$ cat config.mk
export PLATFORM = sky130hd
export DESIGN_NAME = adxl362_ascii_uart_feeder
export DESIGN_NICKNAME = d
export VERILOG_FILES = /design/src/rtl/adxl362_ascii_uart_feeder.sv
export SDC_FILE = /design/constraint.sdc
export NUM_CORES = 1
export LEC_CHECK = 0
export ABC_AREA = 1
export CAP_MARGIN = 40
export CORE_ASPECT_RATIO = 0.8
export CORE_UTILIZATION = 53
export CTS_CLUSTER_SIZE = 10
export DETAILED_ROUTE_END_ITERATION = 8
export MAX_ROUTING_LAYER = met4
export PLACE_DENSITY = 0.85
export SLEW_MARGIN = 25
export SYNTH_ARGS = -nofsm -noshare
export SYNTH_HDL_FRONTEND = slang
export SYNTH_SLANG_ARGS = --single-unit
$ cat constraint.sdc
create_clock -name i_clk -period 13.1 [get_ports i_clk]
set_input_delay 2.62 -clock i_clk [delete_from_list [all_inputs] [get_ports i_clk]]
set_output_delay 2.62 -clock i_clk [all_outputs]
set_load 0.05 [all_outputs]
$ cat src/rtl/adxl362_ascii_uart_feeder.sv
// Serialises two snapshotted ASCII display lines as line1,CR,LF,line2,CR,LF into a byte stream.
// Optional ADXL362_ASCII_FEED_TRIM_SPACES_EN drops trailing spaces from each line.
module adxl362_ascii_uart_feeder #(
  parameter int PARM_LINE_CHARS = 16
) (
  input  logic                         i_clk,
  input  logic                         i_rst,
  input  logic [8*PARM_LINE_CHARS-1:0] i_line1,
  input  logic [8*PARM_LINE_CHARS-1:0] i_line2,
  input  logic                         i_go,
  input  logic                         i_tx_ready,
  output logic [7:0]                   o_tx_data,
  output logic                         o_tx_valid,
  output logic                         o_busy,
  output logic                         o_done
);

  localparam int LINE_W = 8 * PARM_LINE_CHARS;
  localparam int IDX_W  = $clog2(PARM_LINE_CHARS) + 1;

  localparam logic [2:0] ST_IDLE       = 3'd0;
  localparam logic [2:0] ST_SEND_CHARS = 3'd1;
  localparam logic [2:0] ST_SEND_CR    = 3'd2;
  localparam logic [2:0] ST_SEND_LF    = 3'd3;
  localparam logic [2:0] ST_FINISH     = 3'd4;

  logic [2:0]        state_r;
  logic [IDX_W-1:0]  idx_r;
  logic              sel_r;
  logic [LINE_W-1:0] snap1_r;
  logic [LINE_W-1:0] snap2_r;
  logic [IDX_W-1:0]  len1_r;
  logic [IDX_W-1:0]  len2_r;

  logic [2:0]        state_n_s;
  logic [IDX_W-1:0]  idx_n_s;
  logic              sel_n_s;
  logic [IDX_W-1:0]  len1_s;
  logic [IDX_W-1:0]  len2_s;
  logic [IDX_W-1:0]  cur_len_s;
  logic [LINE_W-1:0] line_src_s;
  logic [7:0]        data_n_s;
  logic              transfer_s;

  function automatic logic [7:0] get_char(input logic [LINE_W-1:0] line,
                                          input logic [IDX_W-1:0]  idx);
    logic [7:0] ch;
    ch = 8'h00;
    for (int k = 0; k < PARM_LINE_CHARS; k++) begin
      if (idx == IDX_W'(k)) begin
        ch = line[LINE_W-1-8*k -: 8];
      end
    end
    return ch;
  endfunction

`ifdef ADXL362_ASCII_FEED_TRIM_SPACES_EN
  // Number of characters up to and including the last non-space; zero for an all-space line.
  function automatic logic [IDX_W-1:0] line_len(input logic [LINE_W-1:0] line);
    logic [IDX_W-1:0] len;
    len = {IDX_W{1'b0}};
    for (int k = 0; k < PARM_LINE_CHARS; k++) begin
      if (line[LINE_W-1-8*k -: 8] != 8'h20) begin
        len = IDX_W'(k + 1);
      end
    end
    return len;
  endfunction

  // Per-line send length from the live inputs, captured at snapshot time.
  always_comb begin
    len1_s = line_len(i_line1);
    len2_s = line_len(i_line2);
  end
`else
  // Every character of each line is always sent.
  always_comb begin
    len1_s = IDX_W'(PARM_LINE_CHARS);
    len2_s = IDX_W'(PARM_LINE_CHARS);
  end
`endif

  // Next-state, next-index and next-byte decode driven by the valid/ready handshake.
  always_comb begin
    transfer_s = o_tx_valid & i_tx_ready;
    state_n_s  = state_r;
    idx_n_s    = idx_r;
    sel_n_s    = sel_r;
    cur_len_s  = sel_r ? len2_r : len1_r;
    case (state_r)
      ST_IDLE: begin
        if (i_go) begin
          idx_n_s   = {IDX_W{1'b0}};
          sel_n_s   = 1'b0;
          state_n_s = (len1_s == {IDX_W{1'b0}}) ? ST_SEND_CR : ST_SEND_CHARS;
        end else begin
          state_n_s = ST_IDLE;
        end
      end
      ST_SEND_CHARS: begin
        if (transfer_s) begin
          idx_n_s   = idx_r + IDX_W'(1);
          state_n_s = ((idx_r + IDX_W'(1)) >= cur_len_s) ? ST_SEND_CR : ST_SEND_CHARS;
        end else begin
          state_n_s = ST_SEND_CHARS;
        end
      end
      ST_SEND_CR: begin
        if (transfer_s) begin
          state_n_s = ST_SEND_LF;
        end else begin
          state_n_s = ST_SEND_CR;
        end
      end
      ST_SEND_LF: begin
        if (transfer_s && !sel_r) begin
          sel_n_s   = 1'b1;
          idx_n_s   = {IDX_W{1'b0}};
          state_n_s = (len2_r == {IDX_W{1'b0}}) ? ST_SEND_CR : ST_SEND_CHARS;
        end else if (transfer_s) begin
          state_n_s = ST_FINISH;
        end else begin
          state_n_s = ST_SEND_LF;
        end
      end
      ST_FINISH: begin
        state_n_s = ST_IDLE;
      end
      default: begin
        state_n_s = ST_IDLE;
      end
    endcase

    // The first byte comes straight from the inputs being snapshotted on this edge.
    if (sel_n_s) begin
      line_src_s = snap2_r;
    end else if (state_r == ST_IDLE) begin
      line_src_s = i_line1;
    end else begin
      line_src_s = snap1_r;
    end

    case (state_n_s)
      ST_SEND_CHARS: data_n_s = get_char(line_src_s, idx_n_s);
      ST_SEND_CR:    data_n_s = 8'h0D;
      ST_SEND_LF:    data_n_s = 8'h0A;
      default:       data_n_s = 8'h00;
    endcase
  end

  // Control state, line snapshot and registered outputs.
  always_ff @(posedge i_clk or posedge i_rst) begin
    if (i_rst) begin
      state_r    <= ST_IDLE;
      idx_r      <= {IDX_W{1'b0}};
      sel_r      <= 1'b0;
      snap1_r    <= {LINE_W{1'b0}};
      snap2_r    <= {LINE_W{1'b0}};
      len1_r     <= {IDX_W{1'b0}};
      len2_r     <= {IDX_W{1'b0}};
      o_tx_data  <= 8'h00;
      o_tx_valid <= 1'b0;
      o_busy     <= 1'b0;
      o_done     <= 1'b0;
    end else begin
      if ((state_r == ST_IDLE) && i_go) begin
        snap1_r <= i_line1;
        snap2_r <= i_line2;
        len1_r  <= len1_s;
        len2_r  <= len2_s;
      end
      state_r    <= state_n_s;
      idx_r      <= idx_n_s;
      sel_r      <= sel_n_s;
      o_tx_data  <= data_n_s;
      o_tx_valid <= (state_n_s == ST_SEND_CHARS) || (state_n_s == ST_SEND_CR) ||
                    (state_n_s == ST_SEND_LF);
      o_busy     <= (state_n_s != ST_IDLE);
      o_done     <= (state_n_s == ST_FINISH);
    end
  end

endmodule

======== Yosys cells after proc, flatten, opt, wreduce, memory -nomap -nowiden ========
Cells that the tools add are included.
cells by class
  add/subtract/negate cells ............... 1
  $lt $le $gt $ge ......................... 1
  equal/unequal tests ..................... 22
  mux-type cells .......................... 34
  bitwise logic cells ..................... 1
  reductions and logical operators ........ 9
operators with widths
  operator                                       number
  2-to-1 mux 128 bit                             2
  2-to-1 mux 8 bit                               16
  == test 5 x 4 -> 1 bit, second input constant  8
  one-hot mux 8 bit (3 select lines)             1
  == test 5 x 3 -> 1 bit, second input constant  4
  2-to-1 mux 5 bit                               3
  one-hot mux 5 bit (3 select lines)             1
  == test 3 x 2 -> 1 bit, second input constant  4
  one-hot mux 3 bit (4 select lines)             1
  == test 5 x 2 -> 1 bit, second input constant  2
  zero test 5 bit                                2
  == test 3 x 1 -> 1 bit, second input constant  2
  2-to-1 mux 2 bit                               3
  2-to-1 mux 3 bit                               2
  adder 5 x 1 -> 5 bit, second input constant    1
  == test 5 x 1 -> 1 bit, second input constant  1
  greater-or-equal comparator 5 bit              1
  2-to-1 mux 1 bit                               4
  == test 3 bit, second input constant           1
  zero test 3 bit                                1
  nonzero test 3 bit                             1
  logical AND 1 bit                              2
  logical OR 1 bit                               2
  one-hot mux 1 bit (2 select lines)             1
  2 further kinds                                2
word-level totals
  register bits ........................... 277
  input port bits ......................... 260
  output and inout port bits .............. 11
  word-level logic and storage cells ...... 78

======== Longest topological paths before layout ========
  depth in word-level cells ............... 22
  mapped depth ............................ 23
  mapped depth without buffers ............ 23

======== Worst setup path after synthesis ========
No wires, ideal clock.
  path kind ............................... input port to flip-flop
  from .................................... input port i_tx_ready
  to ...................................... register o_tx_data[5]
  setup time .............................. 0.113 ns
  arrival ................................. 4.486 ns
  required time ........................... 12.987 ns
  setup slack ............................. 8.501 ns
  stages on the path ...................... 22
  path buffers ............................ 1
  cells stage by stage .................... nand2_1 -> inv_2 -> nand2_1 -> nand3_1 -> inv_2 -> a21oi_4 -> nand2_2 -> nor2_4 -> inv_2 -> nor2_4 -> buf_6 -> o21ai_1 -> nand2_1 -> nand2_1 -> nand2_1 -> nand2_1 -> nand2_1 -> nand4_1 -> nor2_1 -> nand3_1 -> nand2_1 -> inv_1
on the way
  cells in the longest elaborated chain, start to end .. 22
  elaborated cells between the ends (all ways) .. 49
  those cells by class .................... eq/ne: 18; mux: 28; bitwise: 1; reduce/logical: 2
ends and longest elaborated chain
  element                                                                                          line     RTL
  start: declaration                                                                               11       input logic i_tx_ready,
  bitwise AND 1 bit (*)                                                                            85       transfer_s = o_tx_valid & i_tx_ready;
  logical AND 1 bit                                                                                116      if (transfer_s && !sel_r) begin
  2-to-1 mux 5 bit / 2-to-1 mux 1 bit (equally long branches)                                      116
  one-hot mux 5 bit (3 select lines) / one-hot mux 1 bit (2 select lines) (equally long branches)  90       case (state_r)
  zero test 5 bit / 2-to-1 mux 128 bit (equally long branches)                                     50, 135
  2-to-1 mux 8 bit (16 in a row)                                                                   50       if (idx == IDX_W'(k)) begin
  one-hot mux 8 bit (3 select lines) (*)                                                           143      case (state_n_s)
  named net data_n_s[5]                                                                            42       logic [7:0] data_n_s;
  end signal: assignment                                                                           175      o_tx_data <= data_n_s;
  end: declaration                                                                                 12       output logic [7:0] o_tx_data,
The timed path passes the listed nets; every way through them passes the cells marked *.
A chain may end at the register's enable or synchronous reset.

======== Final worst setup path ========
  from .................................... input port i_go
  to ...................................... register o_tx_data[7]
on the way
  cells in the longest elaborated chain, start to end .. 20
  elaborated cells between the ends (all ways) .. 43
  those cells by class .................... eq/ne: 18; mux: 24; reduce/logical: 1
ends and longest elaborated chain
  element                                                                                          line     RTL
  start: declaration                                                                               10       input logic i_go,
  2-to-1 mux 5 bit / 2-to-1 mux 1 bit (equally long branches)                                      92       if (i_go) begin
  one-hot mux 5 bit (3 select lines) / one-hot mux 1 bit (2 select lines) (equally long branches)  90
  zero test 5 bit / 2-to-1 mux 128 bit (equally long branches)                                     50, 135
  2-to-1 mux 8 bit (16 in a row)                                                                   50
  one-hot mux 8 bit (3 select lines) (*)                                                           143
  named net data_n_s[7]                                                                            42
Marked as above.

==> results.md <==
* Status: finished, final reports clean
* Post-Syn Area at 0.01430 mm^2
* Post-synth top area cell: dfrtp_1
* Worst VDD drop at 132.8 uV
* Sw frac at 43.99%
* WP data required at 13500 ps
* NetSw at 1.899 mW
* Max Root-Sink Buffers at 3
* Worst setup path startpoint: i_go
* Crit path cell chain: clkdlybuf4s50_1 -> nand3_4 -> nand2_4 -> clkinv_2 -> buf_4 -> nand2_1 -> o21ai_0 -> nand4_1 -> nand3_1 -> nand2_1 -> nand2_1 -> nand2_1 -> nand2_1 -> nand2_1 -> nand2_1 -> nand2_1 -> nand4_1 -> nor2_1 -> nand3_1 -> nand2_1 -> inv_1
* Placed Cells at 2486
* Layout cells sized above 1 at 4.963%
* Ys async rst share at 100.0%
* Clock power frac at 19.5%
* Number of setup buffers added after CTS at 0
* CTS Hold Buffers Added at 0
* Tot GR Track Use at 34.11%
* Post-route non-filler standard cell count at 2533
* Die Height at 148.9 um
* Top-count cell post-synth: nand2_1
* RSZ-0062 raised after global routing: no
* Worst reg2reg startpoint: state_r[2]
* Hold Crit Class: flop to flop
* Tot Pwr at 4.317 mW
* Die area at 0.02765 mm^2
* Peak Freq at 160.0 MHz
* Slew @ Worst Pin at 749.3 ps
* Clock skew at 19.19 ps
* GPL Wtd Cong at 0.9755
* Top cell by count, worst path: nand2_1
* Worst-path maximum fanout at 64
* Initial Util at 54.20%
* Synth top area share at 48.46%
* Vias per cell at 5.675
* PostCTS Resize Cnt at 0
* Diodes inserted at 0
* Critical-path top delay cell: clkinv_2
* Rows at 53
* Worst setup EP type: flop
* H-tree depth at 2
* Power density cells at 236.1 mW/mm^2
* Wirelength, routed at 45610 um
* Crit-path leading delay family: simple AND/OR/NAND/NOR gates
* Post-Synthesis Cells at 1961
* Die X at 185.7 um
* Seq pwr share at 34.5%
* Pin count of the biggest net entering global routing at 136
* Global-route wire length before repair at 70260 um
* Count of pins over their slew limit at 0
* Via count at 14380
* Leading post-synthesis cells by cell area: dfrtp_1 48%, nand2_1 21%, o21ai_0 8.1%, inv_1 3.8%, o211ai_1 2.8%
* Yosys reg bits at 277
* Register area share after synthesis at 48.46%
* Io pins at 271
* Buf/Inv on CP at 4
* Wire per inst at 18.00 um
* CTS root buf: clkbuf_16
* Maxcap violations at 0
* Worst-Skew Late Latency at 510 ps
* Post-synth top flop: dfrtp_1
* Setup_tns at 0 ps
* Total gr overflow at 0
* YS warnings at 0
* EDFF count, synth at 0
* Initial antenna violation count at 0
* Final period utilization at 47.71%
* Setup violators final at 0
* Syn Area/Cell at 7.294 um^2
* Number of global-route vias before repair at 13380
* Slew margin rel. at 49.86%
* Synthesis-to-layout area growth at 27.80%
* Iteration-0 DRC Markers at 1717
* Top post-synthesis cells by count: 788 x nand2_1, 277 x dfrtp_1, 232 x o21ai_0
* Setup crit start kind: primary input
* Core ar. at 0.02639 mm^2
* Input/output buffers at 270
* Reg2Reg Setup Slack at 8400 ps
* CTS Buf Count at 34
* CTS tree: yes
* Hold Vio Cnt, Final at 0
* Drt first pass iters at 6
* HP Start: snap1_r[83]
* Max incr delay on CP at 700 ps
* Nets at 2431
* Sink Count at 277
* Antenna Nets Post-Route at 0
* P_leak at 8.949 nW
* Final instance area at 0.01828 mm^2
* Min Tclk post-route at 6250 ps
* Final Core Density at 69.26%
* Dpl cell area at 0.01721 mm^2
* Worst-path clk slew at 60 ps
* Hpwl dp at 32190 um
* Comb pwr share at 46.0%
* Syn nets at 2222
* DRC viols at 0
* Crit path kind: primary input to flop
* Pint at 2.418 mW
* Count of different cell masters after synthesis at 31
* WP data arrival at 6650 ps
## flip-flops by register name, indices dropped and copies added (netlist names)
name	cells
state_r	3
o_busy	1
len2_r	1
idx_r	5
sel_r	1
snap2_r	128
o_done	1
o_tx_valid	1
o_tx_data	8
snap1_r	128
## cell usage in the layout (no fill, tap or decap), types with 29 or more instances in the layout
master / n
a21oi_1: 51
nand2_1: 786
clkbuf_16: 37
dfrtp_1: 277
nor2_1: 96
inv_1: 143
o21ai_1: 29
o211ai_1: 54
o21ai_0: 232
nand3_1: 55
clkdlybuf4s50_1: 270
## worst register-to-register path: cells and delay by family (launching register included)
kind	cells	cell delay, ps
AND/OR/NAND/NOR	17	2760
buffers and inverters	3	1310
flip-flops	1	440
AO/OA/AOI/OAI	1	90
## worst paths after layout
path / depth (start not counted) / end
min: 2 / snap1_r[83]
min in group asynchronous: 2 / snap1_r[71]
max: 21 / o_tx_data[7]
max in group asynchronous: 5 / snap1_r[22]
min reg2reg: 2 / snap1_r[83]
max reg2reg: 21 / o_tx_data[7]
## metal layers
layer | GRT usage (%) | part of all wire [%] | up-vias
met5 | - | 0 | -
met4 | 12.21 | 3.5 | 0
met3 | 9.912 | 13 | 113
met2 | 48.07 | 43 | 861
met1 | 46.78 | 41 | 6726
li1 | - | - | 6676
## cells by family (layout without fill, tap and decap cells)
kind of cell	after synthesis	count (layout)	synth area share [%]
and+or+nand+nor	991	991	27.58
AOI/OAI and AO/OA	403	403	15.70
buffers and inverters	282	497	7.680
DFF	277	277	48.46
muxes	7	7	0.4899
adders and majority gates	1	1	0.08746
## per-stage QoR
stage | worst slack, ps | hold slack [ps]
after detailed placement | 6419 | 465.1
after floorplan | 2843 | 441.4
after global routing | 6469 | 492.6
final | 6850 | 478.1
after CTS | 6936 | 480.0
after global placement | 6520 | 457.9
## power by group through the flow
stage	logic, mW	registers, mW	clock network [mW]
final	1.99	1.49	0.843
after global placement	1.83	1.46	0
after CTS	1.93	1.47	0.849
after detailed placement	1.91	1.47	0
after floorplan	1.35	1.44	0
after global routing	2.22	1.51	0.881
## layout make-up
type / count / area (um^2)
Clock buffer: 41 / 950.9
Inverter: 165 / 633.1
Timing Repair Buffer: 290 / 3008
Fill cell: 2106 / 8113
Clock inverter: 1 / 8.758
Multi-Input combinational cell: 1402 / 6301
Tap cell: 357 / 446.7
Sequential cell: 277 / 6932
Power figures use the tool's default switching activity.
==> RTL change (config.mk and constraints unchanged) <==
`o_tx_data` no longer has a reset.
--- a/src/rtl/adxl362_ascii_uart_feeder.sv
+++ b/src/rtl/adxl362_ascii_uart_feeder.sv
@@ -159,5 +159,4 @@
       len1_r     <= {IDX_W{1'b0}};
       len2_r     <= {IDX_W{1'b0}};
-      o_tx_data  <= 8'h00;
       o_tx_valid <= 1'b0;
       o_busy     <= 1'b0;
@@ -173,5 +172,4 @@
       idx_r      <= idx_n_s;
       sel_r      <= sel_n_s;
-      o_tx_data  <= data_n_s;
       o_tx_valid <= (state_n_s == ST_SEND_CHARS) || (state_n_s == ST_SEND_CR) ||
                     (state_n_s == ST_SEND_LF);
@@ -181,4 +179,8 @@
   end
 
+  always_ff @(posedge i_clk) begin
+    o_tx_data <= data_n_s;
+  end
+
 endmodule
 
Formal check against the unedited RTL: not equivalent (Yosys sat finds a counterexample within 4 cycles, from zero or initial values and one cycle with i_rst high).
==> RTL change against the original RTL <==
- synthesized cell count is the same
- routed wire length shrank 0.84%
- largest power group unchanged
- total power shrank 1.3%
- design area shrank 0.68%
- global-route usage shrank 0.45 points
- synthesized area shrank 0.28%
- worst setup slack gained 0.62 ns
- sequential cell count is the same
- register-to-register slack gained 0.85 ns
==> RTL change: results (changes against the original RTL) <==
- The run finished with clean final reports.
* GP Congestion: 0.9392 (-3.7%)
- Kind of path behind the tightest hold check: register to register
- Leakage power of the design: 8.847 nW (-1.1%)
- The antenna diode instance count came to 0 (unchanged).
- Commonest cells in the netlist: nand2_1, dfrtp_1, o21ai_0
- Startpoint of the worst register-to-register path: state_r[2]$_DFF_PP0_
- The post-CTS resize count came to 0 (unchanged).
- Unique cell type count in the Yosys netlist: 32 (+3.2%)
* Largest voltage drop on the vdd net: 0.1481 mV (+12%)
* Data arrival time of the worst path: 6.08 ns (-0.57 ns)
- Violation count after the first detailed-route iteration: 1824 (+6.2%)
- Post-placement setup slack: 6.800 ns (+0.3805 ns)
- Number of placed cells counting well taps: 2483 (-0.12%)
* Cell depth of the worst flop-to-flop path: 18 (-14%)
* Vias: 14330 (-0.35%)
- Largest regs: snap1_r (128), snap2_r (128), o_tx_data (8)
- The share of synthesized registers carrying an async set or reset came to 97.11% (-2.9 points).
- The number of buffers between clock root and the deepest sink is 3 (unchanged).
* Clock network latency to the later pin of the worst-skew pair: 0.55 ns (+0.04 ns)
* Worst slew margin: 45.23% (-4.6 points)
* Register area share after synthesis: 48.32% (-0.14 points)
- Switching Fraction: 44.66% (+0.67 points)
- Launching element of the worst setup path: i_tx_ready
* Synthesis Warnings: 0 (unchanged)
* Flop-to-flop setup slack: 9.25 ns (+0.85 ns)
- The number of CTS-inserted buffers was 31 (-8.8%).
- Wire length of the first global-routing pass: 70090 um (-0.23%)
* Clock Skews: 0.01423 ns (-0.004955 ns)
* Worst hold-check slack: 0.4727 ns (-0.005473 ns)
- Per-instance average area after synthesis: 7.274 um2 (-0.28%)
- Clock Root Buffer: clkbuf_16
* Critical path capture point type: register
* Top post-synthesis cells by area: dfrtp_1, nand2_1, o21ai_0
- Global Route Usage Sum: 33.66% (-0.45 points)
- The placed wire-length estimate is 31350 um (-2.6%).
- The net count of the mapped netlist came to 2222 (unchanged).
- The worst-path maximum fanout is 75 (+17%).
* Placed Instance Area: 17130 um2 (-0.47%)
- The number of buffer cells added on primary ports was 270 (unchanged).
- Time the worst path needs with I/O delays and setup: 5.631 ns (-0.6192 ns)
- The number of global-route vias before repair is 13120 (-1.9%).
- Worst-path clk slew: 0.06 ns (about the same)
* Count of non-filler cells in the finished layout: 2546 (+0.51%)
- The net total in the final layout came to 2426 (-0.21%).
* CTS H-tree depth: 1 (-1)
* Maximum number of pins on one net before global-route repair: 263 (+93%)
* Share of final-layout standard cells stronger than drive strength 1: 4.523% (-0.44 points)
- In this run the critical register-to-register path is captured at o_tx_data[6]$_DFF_P_.
* Final-layout fill cell count: 2072 (-1.6%)
- The wire length per cell after detailed routing was 17.76 um (-1.3%).
## RTL change: power groups by stage
stage | sequential (mW) | combinational (mW) | clock, mW
floorplan | 1.44 | 1.35 | 0
global placement | 1.46 | 1.85 | 0
detailed placement | 1.47 | 1.92 | 0
CTS | 1.46 | 1.93 | 0.787
global route | 1.51 | 2.23 | 0.820
finish | 1.48 | 2.00 | 0.784
## RTL change: cell families (layout without fill, tap and decap cells)
logic type	after synthesis	in the layout	synth area share (%)
multiplexers	7	7	0.4912
buffers and inverters	282	510	7.702
AND/OR/NAND/NOR	991	991	27.66
adder cells (fa/ha/maj)	1	1	0.08771
AO/OA/AOI/OAI	403	403	15.75
flip-flops	277	277	48.32
## RTL change: area by class of cell
cell class              count  area [um2]  area share, %
well taps                 357       446.7          2.460
inverters                 165       633.1          3.487
flip-flops and latches    277        6892          37.96
multi-input cells        1402        6304          34.72
clock buffers              57       873.3          4.810
repair buffers            288        3008          16.57
## RTL change: critical path, stage by stage
cell	delay, ns
clkdlybuf4s50_1	0.42
nand2_1	0.28
o21ai_1	0.17
nand2_4	0.40
clkinv_2	0.44
buf_4	0.33
buf_16	0.23
a211oi_1	0.20
o21ai_1	0.10
nand2_1	0.09
nand2_1	0.05
nand2_1	0.05
nand2_1	0.05
nand2_1	0.07
nand4_1	0.12
nor2_1	0.21
nand3_1	0.09
nand2_1	0.07
inv_1	0.04
## RTL change: how the worst min path moves through the flow
stage,endpoint,from,cells past startpoint
after detailed placement,snap2_r[10]$_DFFE_PP0P_,snap2_r[10]$_DFFE_PP0P_,2
after CTS,snap2_r[10]$_DFFE_PP0P_,snap2_r[10]$_DFFE_PP0P_,2
final,snap2_r[104]$_DFFE_PP0P_,snap2_r[104]$_DFFE_PP0P_,2
after global routing,snap2_r[79]$_DFFE_PP0P_,snap2_r[79]$_DFFE_PP0P_,2
after floorplan,snap2_r[10]$_DFFE_PP0P_,snap2_r[10]$_DFFE_PP0P_,2
after global placement,snap2_r[14]$_DFFE_PP0P_,snap2_r[14]$_DFFE_PP0P_,2
## RTL change: metal layers
| layer | track usage (%) | part of all wire [%] | wire length [um] |
|---|---|---|---|
| met5 | - | 0 | 0 |
| met4 | 8.843 | 2.7 | 1222 |
| met3 | 9.009 | 11 | 5113 |
| met2 | 46.59 | 43 | 19470 |
| met1 | 48.63 | 43 | 19410 |
